===== config.mk =====
export PLATFORM = sky130hd
export DESIGN_NAME = masked_multilevel_barrier
export DESIGN_NICKNAME = d
export VERILOG_FILES = /design/src/rtl/masked_multilevel_barrier.sv
export SDC_FILE = /design/constraint.sdc
export NUM_CORES = 1
export LEC_CHECK = 0
export BUFFER_PORTS_ARGS = -buffer_cell sky130_fd_sc_hd__buf_2
export CAP_MARGIN = 20
export CORE_MARGIN = 2
export CORE_UTILIZATION = 30
export CTS_BUF_LIST = sky130_fd_sc_hd__clkbuf_8
export CTS_CLUSTER_DIAMETER = 80
export DETAILED_ROUTE_END_ITERATION = 16
export PLACE_DENSITY = 0.59
export SLEW_MARGIN = 20
export SYNTH_ARGS = -nofsm -noshare
export SYNTH_HDL_FRONTEND = slang
export SYNTH_SLANG_ARGS = --single-unit
export TNS_END_PERCENT = 1

===== constraint.sdc =====
create_clock -name clk -period 4 [get_ports clk]
set_input_delay 0.4 -clock clk [delete_from_list [all_inputs] [get_ports clk]]
set_output_delay 0.4 -clock clk [all_outputs]
set_load 0.1 [all_outputs]

===== src/rtl/masked_multilevel_barrier.sv =====
// Masked multi-level arrival barrier with flush, sticky overflow and release generation count.
// Optional stall watchdog compiled in with `define BARRIER_WATCHDOG_EN.
module masked_multilevel_barrier #(
    parameter int NUM_LEVELS     = 2,
    parameter int COUNTER_BITS   = 4,
    parameter int GEN_BITS       = 8,
    parameter int TIMEOUT_CYCLES = 1024
) (
    input  logic                  clk,
    input  logic                  reset,
    input  logic [NUM_LEVELS-1:0] in_wait,
    input  logic [NUM_LEVELS-1:0] in_mask,
    input  logic                  in_flush,
    output logic                  out_release,
    output logic [NUM_LEVELS-1:0] out_pending,
    output logic [NUM_LEVELS-1:0] out_overflow,
    output logic [GEN_BITS-1:0]   out_generation,
    output logic                  out_stall
);

    localparam logic [COUNTER_BITS-1:0] CNT_MAX = '1;

    logic [COUNTER_BITS-1:0] r_cnt [NUM_LEVELS];
    logic [COUNTER_BITS-1:0] w_cnt_nxt [NUM_LEVELS];
    logic [NUM_LEVELS-1:0]   r_ovf;
    logic [NUM_LEVELS-1:0]   w_ovf_set;
    logic [NUM_LEVELS-1:0]   w_pend;
    logic [GEN_BITS-1:0]     r_gen;
    logic                    w_ready;
    logic                    w_release;

    always_comb begin
        for (int i = 0; i < NUM_LEVELS; i++) begin
            w_pend[i] = (r_cnt[i] != '0);
        end
        w_ready   = (|in_mask) & (&(w_pend | ~in_mask));
        w_release = w_ready & ~in_flush & ~reset;
    end

    // Masked levels freeze; a wait and a release on the same level cancel out.
    always_comb begin
        for (int i = 0; i < NUM_LEVELS; i++) begin
            w_cnt_nxt[i] = r_cnt[i];
            w_ovf_set[i] = 1'b0;
            if (in_flush) begin
                w_cnt_nxt[i] = '0;
            end else if (in_mask[i]) begin
                if (in_wait[i] && !w_release) begin
                    if (r_cnt[i] == CNT_MAX) begin
                        w_ovf_set[i] = 1'b1;
                    end else begin
                        w_cnt_nxt[i] = r_cnt[i] + COUNTER_BITS'(1);
                    end
                end else if (!in_wait[i] && w_release) begin
                    w_cnt_nxt[i] = r_cnt[i] - COUNTER_BITS'(1);
                end
            end
        end
    end

    always_ff @(posedge clk) begin
        if (reset) begin
            for (int i = 0; i < NUM_LEVELS; i++) begin
                r_cnt[i] <= '0;
            end
            r_ovf <= '0;
            r_gen <= '0;
        end else begin
            r_cnt <= w_cnt_nxt;
            r_ovf <= r_ovf | w_ovf_set;
            if (w_release) begin
                r_gen <= r_gen + GEN_BITS'(1);
            end
        end
    end

`ifdef BARRIER_WATCHDOG_EN
    localparam int STALL_W = $clog2(TIMEOUT_CYCLES + 1);
    localparam logic [STALL_W-1:0] STALL_MAX = STALL_W'(TIMEOUT_CYCLES);

    logic [STALL_W-1:0] r_stall;
    logic               w_blocked;

    assign w_blocked = (|(w_pend & in_mask)) & ~w_release & ~in_flush;

    always_ff @(posedge clk) begin
        if (reset || !w_blocked) begin
            r_stall <= '0;
        end else if (r_stall != STALL_MAX) begin
            r_stall <= r_stall + STALL_W'(1);
        end
    end

    assign out_stall = (r_stall == STALL_MAX) & ~reset;
`else
    logic w_unused_timeout;
    assign w_unused_timeout = (TIMEOUT_CYCLES > 0);
    assign out_stall        = 1'b0;
`endif

    assign out_release    = w_release;
    assign out_pending    = w_pend;
    assign out_overflow   = r_ovf;
    assign out_generation = r_gen;

endmodule


; Word-level counts from Yosys, hierarchy flattened
; Index checks and enable logic that the tools add are counted.
[op_classes]
n_addsub = 5
multipliers = 0
n_div = 0
magnitude_cmp = 0
eq_ne = 4
shifts = 0
muxes = 14
bitwise = 8
n_reduce_logical = 16
[op_table]
columns = operator, n
row1 = $mux W4, 6
row2 = $add A4 B1 Y4 const B, 2
row3 = $add A8 B1 Y8 const B, 1
row4 = $eq A4 B4 Y1 const B, 2
row5 = $mux W1, 8
row6 = $reduce_bool A4 Y1, 2
row7 = $sub A4 B1 Y4 const B, 2
row8 = $reduce_and A3 Y1, 2
row9 = $logic_and A1 B1 Y1, 4
row10 = $ne A2 B2 Y1 const B, 2
row11 = $or A2 B2 Y2, 2
row12 = $reduce_bool A2 Y1, 2
row13 = $reduce_or A2 Y1, 2
row14 = $and A1 B1 Y1, 3
row15 = $logic_not A1 Y1, 3
row16 = $not A1 Y1, 2
row17 = $not A2 Y2, 1
row18 = $reduce_and A2 Y1, 1
[totals]
register_bits = 18
latchBits = 0
ramBits = 0
mem_bits_ro = 0
input_bits = 7
out_inout_bits = 14
elab_cells = 51
n_memories = 0

; Longest topological paths before layout
[depth]
depth_word = 12
ltp_mapped = 11
mapped_depth_nobuf = 10

; Least setup slack after synthesis
; No wires, ideal clock.
[synth_timing]
kind = input to register
start = input port reset
end = register r_cnt[7] (netlist name)
setup_time_ps = 121
t_arrival_ps = 2335
t_required_ps = 3879
setup_slack_ps = 1544
path_stages = 11
path_buffers = 1
cell_sequence = or2_1 > buf_6 > a211oi_4 > nand2_1 > nand2_1 > ha_1 > a21o_1 > a21oi_1 > nor4b_2 > o21a_1 > nor3_2
[synth_between]
elab_chain_cells = 6
elab_cells_between_ends = 10
cone_classes = eq/ne: 1 / mux: 1 / bitwise: 2 / reduce/logical: 6
[synth_lines]
columns = item, line_no
row1 = from (decl), 10  ; input logic reset,
row2 = $not A1 Y1, 37  ; w_release = w_ready & ~in_flush & ~reset;
row3 = $and A1 B1 Y1, 37
row4 = $logic_not A1 Y1, 48  ; if (in_wait[i] && !w_release) begin
row5 = $logic_and A1 B1 Y1, 48
row6 = $ne A2 B2 Y1 (no line) or $reduce_bool A2 Y1 (tied branches), --
row7 = $reduce_and A3 Y1 (no line), --
row8 = to (signal assigned), 69  ; r_cnt <= w_cnt_nxt;
row9 = to (decl), 23  ; logic [COUNTER_BITS-1:0] r_cnt [NUM_LEVELS];
; Several ways; a longest one is shown, not always the timed one.
; A chain may end at the register's enable or synchronous reset.

; Worst setup path in the final report
; Ends and elaborated chain as after synthesis.

==> key figures <==
Flow run
  – Max-cap violations: 0

Yosys
  – Ys Warns: 0
  – Post-synth ARST share: 0%
  – Synth cell types: 37
  – Main synth FF type: dfxtp_1
  – Netlist Area Pre-Place: 1190 um^2
  – Post-synthesis cell count: 135
  – Syn Nets: 149
  – Sequential share of the synthesized area: 30.3%
  – Flop and latch count out of synthesis: 18
  – Post-synth EDFFs: 0
  – Syn_area_per_cell: around 9 um^2

Drt
  – DRT antenna net count: 0
  – Initial drt markers: 52
  – Vias per inst: 5.10
  – Drt drc: 0
  – Via Count: 1,020
  – Wire per inst: 13.8 um
  – WL final: 2760 um
  – Drt first pass iters: 4

Timing
  – Highest Clock Rate: 361 MHz
  – Period utilization: 69.3%
  – RSZ-0062 raised after global routing: false
  – Worst-Margin Slew: ~540 ps
  – Post-route minimum period: 2770 ps
  – Hold Vio Cnt, Final: 0
  – Hold Slack: about 460 ps
  – Setup TNS: 0 ps
  – Final setup violating endpoints: 0
  – Pins Over Slew Limit: 0
  – Final Skew: roughly 3.5 ps
  – Slew Limit Headroom: 64.2%

Pwr
  – Worst vdd ir: 0.207 mV
  – PD cells: 315 nW/um^2
  – Leakage: around 0.59 nW

Clock tree
  – H-tree depth: 1
  – CTS max path bufs: 2
  – Clk sinks: 18
  – Post-CTS setup buffer count: 0
  – Clk Latency, worst-skew pair: ~260 ps
  – Clk slew on worst S/H paths: approximately 70 ps
  – CTS buffer count: 3
  – Post-CTS sizing: 0
  – Clock Root Buffer: clkbuf_8
  – CTS tree: built
  – Number of hold buffers added after CTS: 0

Global route
  – Vias in the first global route: 960
  – Total grt overflow: 0
  – First-pass GRT wire length: 4750 um
  – GRT Total Usage: 14.1%
  – Initial antenna violation count: 0
  – Pin count of the biggest net entering global routing: 15

Worst setup path
  – Slowest stage delay, CP: 390 ps
  – Crit path top cell by count: nand2_1
  – Crit path DAT: 2920 ps
  – Worst path top cell family by delay: simple AND/OR/NAND/NOR gates
  – Critical path depth in cells: 11
  – Crit Path Class: in -> reg
  – CP required: roughly 4100 ps
  – Buf+Inv Stages, Crit Path: 1
  – Crit. End Element: flip-flop
  – Worst path cell trace: buf_2 -> or2_1 -> a211oi_4 -> nand2_1 -> nand2_1 -> ha_1 -> a21o_1 -> a21oi_1 -> nor4b_2 -> o21a_1 -> nor3_2
  – R2R depth: 10
  – Critical-path maximum fanout: 14
  – Worst setup SP type: primary input
  – CP max-delay cell: a211oi_4

Placed design
  – GP Congestion: around 0.83
  – I/O Buffers: 19
  – Hpwl dp: 2070 um

Min path
  – Hold path depth: 2
  – Hold WC Path Type: reg -> reg

Floorplanning
  – Ports: 21
  – Initial core utilization: 31.8%
  – Die area: 4480 um^2
  – Die X: 66.9 um
  – Placeable Area: 3740 um^2
  – Die H: 66.9 um
  – Row count: 22

Finish
  – Commonest cells after routing, fill and taps aside: 19 x nand2_1, 19 x buf_2, 18 x dfxtp_1
  – FF+latch area: 360 um^2
  – # fillers: 407
  – Antenna Cells: 0
  – Share of layout cells above drive strength 1: 21.1%
  – Layout Nets: 167
  – Area grow syn2layout: 14.7%
  – Area of the multi-input gates: 782 um^2

Status
  – Outcome: finished clean
where the power goes:
group	internal [mW]	switching (mW)	total (mW)
logic	0.0239	0.0639	0.0879
clock network	0.0876	0.0665	0.154
registers	0.182	0.00583	0.188
total	0.294	0.136	0.430
worst reg2reg max path, cell delays in order, from the launching register on:
cell and delay, ps:
dfxtp_1 390, nor4_4 480, nand2_1 220, nand2_1 230, nand2_1 150, ha_1 320
a21o_1 180, a21oi_1 190, nor4b_2 280, o21a_1 180, nor3_2 40
area by class of cell:
cell class,instances,share of cell area [%]
multi-input combinational,108,57.3
sequential,18,26.4
timing repair buffer,19,6.97
tap,48,4.40
clock buffer,4,4.04
inverter,3,0.826
Yosys cell counts, drive strengths merged (2+ instances only):
master | instances | area share (%)
dfxtp | 18 | 30
nor4 | 4 | 5.7
nor2 | 13 | 4.1
o21a | 3 | 1.9
a211oi | 4 | 3.6
and2 | 2 | 1.1
xnor2 | 5 | 3.7
and3 | 2 | 1.1
nand4 | 4 | 2.1
inv | 3 | 0.95
a21oi | 9 | 3.8
nand3 | 4 | 1.7
ha | 5 | 5.3
nand2 | 19 | 6.0
fa | 2 | 3.4
a21o | 2 | 1.3
buf | 3 | 2.0
or3 | 2 | 1.1
clkbuf | 3 | 0.95
nor3 | 7 | 3.4
nor4b | 2 | 2.5
mux2i | 5 | 4.2
xor2 | 5 | 3.7
sequential cells by signal, indices dropped and copies added (netlist names):
| signal | flops |
|---|---|
| out_overflow | 2 |
| r_cnt | 8 |
| out_generation | 8 |
worst paths after layout:
path	from	to	slack (ps)
setup / recovery	reset	r_cnt[7]	1230
hold / removal	out_overflow[1]	out_overflow[1]	460
setup reg to reg	r_cnt[0]	r_cnt[7]	1230
hold reg to reg	out_overflow[1]	out_overflow[1]	460
logic make-up (layout without fill, tap and decap cells):
| group | Yosys count | after routing | synth area share (%) |
|---|---|---|---|
| muxes | 5 | 5 | 4.21 |
| and+or+nand+nor | 63 | 63 | 31.1 |
| adders and majority gates | 7 | 7 | 8.63 |
| AOI/OAI and AO/OA | 22 | 22 | 14.2 |
| buffers and inverters | 9 | 26 | 3.89 |
| DFF | 18 | 18 | 30.3 |
| xor gates and xnor gates | 10 | 10 | 7.37 |
| other | 1 | 1 | 0.315 |
per-layer routing:
| layer | up-vias | share of wire, % | GRT usage (%) |
|---|---|---|---|
| li1 | 509 | - | - |
| met5 | - | 0 | 0 |
| met2 | 16 | 50 | 23.4 |
| met4 | 0 | 0.80 | 3.57 |
| met3 | 4 | 4.1 | 4.39 |
| met1 | 491 | 45 | 17.6 |
per-stage QoR:
step                power, mW  setup WS, ps  utilization (%)  cell area, um^2  cells
finish                  0.430          1230             36.4             1360    200
global route            0.454           953             36.4             1360    200
CTS                     0.435          1210             36.4             1360    200
detailed placement      0.279           940             35.0             1310    196
global placement        0.277          1140             35.0             1310    196
floorplan               0.263          1540                -             1190    135
No activity file was read; power rests on OpenSTA's default activity.
